$ cat src/rtl/sramlike_data_responder_pkg.sv
// sramlike_data_responder_pkg: access size encodings and alignment rule for the data port
package sramlike_data_responder_pkg;
  typedef enum logic [1:0] {
    SIZE_BYTE = 2'd0,
    SIZE_HALF = 2'd1,
    SIZE_WORD = 2'd2
  } size_e;
  localparam int DATA_W = 32;
  localparam int STRB_W = DATA_W / 8;
  function automatic logic size_legal(input logic [1:0] size, input logic [1:0] off);
    return !((size == SIZE_WORD && off != 2'd0) || (size == SIZE_HALF && off[0]));
  endfunction
endpackage

$ cat src/rtl/sramlike_resp_queue.sv
// sramlike_resp_queue: in-order response FIFO with per-entry age and pending read fill
module sramlike_resp_queue #(
  parameter int DEPTH      = 4,
  parameter int DATA_DELAY = 0
) (
  input  logic        clk,
  input  logic        resetn,
  input  logic        push,
  input  logic        push_wr,
  input  logic [31:0] fill_data,
  input  logic        pop,
  output logic        full,
  output logic        head_ok,
  output logic [31:0] head_data
);
  localparam int PW = DEPTH > 1 ? $clog2(DEPTH) : 1;
  localparam int CW = $clog2(DEPTH + 1);
  localparam int GW = $clog2(DATA_DELAY + 2);
  localparam logic [GW-1:0] AGE_MAX = GW'(DATA_DELAY + 1);
  logic [DEPTH-1:0] valid, pend;
  logic [GW-1:0] age [DEPTH];
  logic [31:0] data [DEPTH];
  logic [PW-1:0] head, tail, fill_idx;
  logic [CW-1:0] count;
  logic fill_vld;
  function automatic logic [PW-1:0] nxt(input logic [PW-1:0] p);
    return p == PW'(DEPTH - 1) ? '0 : p + PW'(1);
  endfunction
  assign full = count == CW'(DEPTH);
  assign head_ok = valid[head] && (!pend[head] || (fill_vld && fill_idx == head)) && age[head] == AGE_MAX;
  assign head_data = pend[head] ? fill_data : data[head];
  always_ff @(posedge clk or negedge resetn) begin
    if (!resetn) begin
      valid <= '0;
      pend <= '0;
      head <= '0;
      tail <= '0;
      count <= '0;
      fill_vld <= 1'b0;
      fill_idx <= '0;
      for (int i = 0; i < DEPTH; i++) begin
        age[i] <= '0;
        data[i] <= '0;
      end
    end else begin
      for (int i = 0; i < DEPTH; i++)
        if (valid[i] && age[i] != AGE_MAX) age[i] <= age[i] + GW'(1);
      if (fill_vld) begin
        data[fill_idx] <= fill_data;
        pend[fill_idx] <= 1'b0;
      end
      if (pop) begin
        valid[head] <= 1'b0;
        head <= nxt(head);
      end
      if (push) begin
        valid[tail] <= 1'b1;
        pend[tail] <= !push_wr;
        age[tail] <= GW'(1);
        data[tail] <= '0;
        tail <= nxt(tail);
      end
      fill_vld <= push && !push_wr;
      fill_idx <= tail;
      count <= count + CW'(push) - CW'(pop);
    end
  end
endmodule

$ cat src/rtl/sramlike_data_responder.sv
// sramlike_data_responder: SRAM-like data-port slave over a 1-cycle synchronous word RAM
module sramlike_data_responder
  import sramlike_data_responder_pkg::*;
#(
  parameter int DEPTH      = 4,
  parameter int ADDR_DELAY = 0,
  parameter int DATA_DELAY = 0,
  parameter int RAM_AW     = 16
) (
  input  logic              clk,
  input  logic              resetn,
  input  logic              data_sram_req,
  input  logic              data_sram_wr,
  input  logic [1:0]        data_sram_size,
  input  logic [31:0]       data_sram_addr,
  input  logic [3:0]        data_sram_wstrb,
  input  logic [31:0]       data_sram_wdata,
  output logic              data_sram_addr_ok,
  output logic              data_sram_data_ok,
  output logic [31:0]       data_sram_rdata,
  output logic              ram_en,
  output logic [3:0]        ram_we,
  output logic [RAM_AW-1:0] ram_addr,
  output logic [31:0]       ram_wdata,
  input  logic [31:0]       ram_rdata
);
  localparam int HW = ADDR_DELAY > 0 ? $clog2(ADDR_DELAY + 1) : 1;
  logic [HW-1:0] hold;
  logic hs, full, head_ok;
  logic [31:0] head_data;
  logic unused_addr;
  assign data_sram_addr_ok = resetn && data_sram_req && hold == HW'(ADDR_DELAY) && !full;
  assign hs = data_sram_req && data_sram_addr_ok;
  assign data_sram_data_ok = head_ok;
  assign data_sram_rdata = head_ok ? head_data : '0;
  assign ram_en = hs;
  assign ram_we = (hs && data_sram_wr) ? data_sram_wstrb : '0;
  assign ram_addr = data_sram_addr[RAM_AW+1:2];
  assign ram_wdata = data_sram_wdata;
  assign unused_addr = ^data_sram_addr[31:RAM_AW+2];
  always_ff @(posedge clk or negedge resetn) begin
    if (!resetn) hold <= '0;
    else hold <= (hs || !data_sram_req) ? '0 : hold + HW'(hold != HW'(ADDR_DELAY));
  end
  sramlike_resp_queue #(
    .DEPTH(DEPTH),
    .DATA_DELAY(DATA_DELAY)
  ) u_queue (
    .clk(clk),
    .resetn(resetn),
    .push(hs),
    .push_wr(data_sram_wr),
    .fill_data(ram_rdata),
    .pop(head_ok),
    .full(full),
    .head_ok(head_ok),
    .head_data(head_data)
  );
  always_ff @(posedge clk) begin
    if (resetn && hs)
      assert (size_legal(data_sram_size, data_sram_addr[1:0]))
      else $error("misaligned data_sram access addr=%h size=%0d", data_sram_addr, data_sram_size);
  end
endmodule
$ cat config.mk
export PLATFORM = sky130hd
export DESIGN_NAME = sramlike_data_responder
export DESIGN_NICKNAME = d
export VERILOG_FILES = /design/src/rtl/sramlike_data_responder_pkg.sv /design/src/rtl/sramlike_resp_queue.sv /design/src/rtl/sramlike_data_responder.sv
export SDC_FILE = /design/constraint.sdc
export NUM_CORES = 1
export LEC_CHECK = 0
export BUFFER_PORTS_ARGS = -buffer_cell sky130_fd_sc_hd__buf_2
export CAP_MARGIN = 20
export CORE_ASPECT_RATIO = 1.2
export CORE_MARGIN = 2
export CORE_UTILIZATION = 50
export DETAILED_ROUTE_END_ITERATION = 10
export PLACE_DENSITY = 0.86
export REMOVE_ABC_BUFFERS = 1
export SYNTH_ARGS = -nofsm -noshare
export SYNTH_HDL_FRONTEND = slang
export SYNTH_SLANG_ARGS = --single-unit
$ cat constraint.sdc
create_clock -name clk -period 6.8 [get_ports clk]
set_input_delay 0.68 -clock clk [delete_from_list [all_inputs] [get_ports clk]]
set_output_delay 0.68 -clock clk [all_outputs]
set_load 0.1 [all_outputs]
==> run metrics <==
normalized max-slew margin=0.359; Pleak=3.81 nW; Arr. time, crit path=~3300 ps; CTS H-tree depth=4; final hold vios=0; area share of the largest cell type after synthesis=0.486; clock root buffer=clkbuf_16; Max Slew Vio Count=0; Post-Syn Area=between 7000 and 8000 um2; Max-Cap Viols=0; via/cell ratio=around 6; largest net degree at the start of global routing=approximately 90; CP required=6120 ps; num ports=approximately 190; antenna violations before repair=0; synth-to-layout area growth=9.47%; row cnt=49; Fin Setup TNS=0 ps; Internal Pwr Total=between 2 and 3 mW; Net Sw Frac=0.469; via count=around 6.3k; Pwr Density=560 nW/um2; CTS clock-pin slew for the worst setup and hold paths=60 ps; Netlist cell types=30; Flop pwr share=0.312; FF+latch count, synth=150; post-synth top area cell=dfrtp_1; Clock Latency Late Sink=about 420 ps; Mean Syn Cell Area=about 9.3 um2; CTS tree=built; endpoints failing setup=0; FF-to-FF End=u_queue.count[2]; Clock Skew=approximately 4.7 ps; status=finished, final reports clean; Clock Sinks=150; Gate power share=0.505; ant diodes=0; setup bufs post-CTS=0; Starting Density=0.514; Routed Antenna Nets=0; HPWL Detailed=13300 um; CP startpoint kind=flip-flop; r2r setup slk=just over 3000 ps; fin crit period=3980 ps; Clock power frac=0.183; Routed WL=~22000 um; maximum vdd drop=approximately 0.25 mV; post-route cell area=8450 um2; Worst-Margin Slew=between 900 and 1000 ps; DR DRC count=0; clock buffer depth=2; WS Path Type=flip-flop to output pin; Die Area=~16000 um2; Die Span X=roughly 120 um; reg2reg path depth=11; # nets final=between 900 and 1k; post-cts hold buffer count=0; vias in the first global route=6371; initial DRC count=747; Worst Hold Class=input pin to asynchronous set/reset pin; Core Util, Final=0.563; die height=approximately 140 um; Synth Instances=~830; FILL cells=1223; global route overflow=0; IO buf count=78; Post-DP Area=about 7900 um2; DR WL/cell=21.4 um; Power Total=~4.7 mW; switching pwr=~2.2 mW; FMAX=roughly 0.25 GHz; core area=between 15000 and 20000 um2; crit end category=output pin; final worst path period share=0.586; crit-path max FO=between 40 and 50; RSZ-0062 raised after global routing=false; total CTS buffers=17; share of layout cells above drive strength 1=0.199; GRT Overall Usage=0.277; synth top area cells=dfrtp_1 (49%), nand2_1 (13%), mux4_2 (9.6%), a21oi_1 (8.4%), buf_4 (4.8%); first-pass GRT wire length=roughly 35000 um; Seq/Total Area, Yosys=0.486; final hold slack=approximately 330 ps; yosys warns=0; Post-CTS Resized=0; gpl congestion=about 0.79; TritonRoute pass-1 iters=5; RR Startpoint=u_queue.head[0]
## power by group through the flow
stage / Clock (mW) / Combinational (mW) / Sequential [mW]
finish: 0.864 / 2.39 / 1.48
detailed placement: 0 / 2.38 / 1.48
floorplan: 0 / 1.85 / 1.49
global route: 0.906 / 2.56 / 1.52
global placement: 0 / 2.32 / 1.46
CTS: 0.866 / 2.39 / 1.47
## cell usage in the layout (no fill, tap or decap), drive strengths merged, types with 2 or more instances in the layout
master      n
and2        3
nor3        2
mux4       33
a21oi     129
ha         10
o21ai       7
dfrtp     150
nand3b      5
xnor2       2
or3         6
clkbuf     22
o31ai       2
buf        92
a31oi       4
clkinv      4
clkinvlp    4
nand3       4
inv        11
mux2i      32
nand2     264
mux2        2
nor2       40
and3        8
## critical path: stages, from the launching register on
cell	delay (ps)
dfrtp_2	370
buf_4	600
xor2_1	260
o31ai_1	110
a32oi_2	700
buf_4	400
nor2_1	90
buf_2	300
## synth_stat cells, drive strengths merged
master and number:
inv 11, or3b 1, mux2 2, ha 10
mux4 33, a31oi 4, a32oi 1, a21oi 129
nor2 40, clkbuf 46, xnor2 2, nand3b 5
fa 1, dfrtp 150, nand3 4, mux2i 32
buf 61, and2 3, o31ai 2, o21ai 7
and3 8, or3 6, nor3 2, nand2 264
xor2 1, nor2b 1
## per-layer routing
metal,up-vias,GRT usage,share of wire,routed length [um]
met4,2,0.0964,0.021,471
met2,449,0.434,0.48,10700
met3,56,0.132,0.13,2890
met5,-,0.0417,0.0019,42
li1,2709,-,-,-
met1,3084,0.333,0.37,8240
## kinds of logic after synthesis
kind of cell,Yosys count,synth area share
fa+ha+maj,11,0.0188
buf+inv,118,0.0830
simple gates,334,0.172
flops,150,0.486
mux,67,0.141
xor+xnor,3,0.00340
compound gates,143,0.0955
## layout make-up
cell class	count	area (um2)	share of cell area
Clock buffer	22	494	0.0585
Multi-Input combinational cell	558	3350	0.397
Sequential cell	150	3750	0.444
Timing Repair Buffer	92	502	0.0594
Clock inverter	8	50.0	0.00592
Tap cell	204	255	0.0302
Inverter	11	41.3	0.00489
## flip-flops by register name, indices dropped and copies added (netlist names)
| register | cells |
|---|---|
| u_queue.fill_idx | 2 |
| u_queue.head | 2 |
| u_queue.tail | 2 |
| u_queue.count | 3 |
| u_queue.pend | 4 |
| u_queue.valid | 4 |
| u_queue.data | 128 |
| u_queue.age | 4 |
| u_queue.fill_vld | 1 |
## per-stage QoR
| stage | worst slack, ps | instances |
|---|---|---|
| 2_1_floorplan | 1140 | 719 |
| 3_3_place_gp | 3210 | 1015 |
| 3_5_place_dp | 3080 | 1015 |
| 4_1_cts | 2820 | 1045 |
| 5_1_grt | 2580 | 1045 |
| 6_report | 2820 | 1045 |
## worst max-delay path by stage
stage / startpoint / end / slack, ps / depth (start not counted)
after floorplan: u_queue.head[0] / u_queue.count[2] / 1140 / 10
after global routing: u_queue.head[0] / data_sram_rdata[18] / 2580 / 6
after CTS: u_queue.head[0] / data_sram_rdata[18] / 2820 / 7
final: u_queue.head[0] / data_sram_rdata[18] / 2820 / 7
after global placement: u_queue.head[0] / u_queue.count[2] / 3210 / 10
after detailed placement: u_queue.head[0] / u_queue.count[2] / 3080 / 11
No activity file was read; power rests on OpenSTA's default activity.
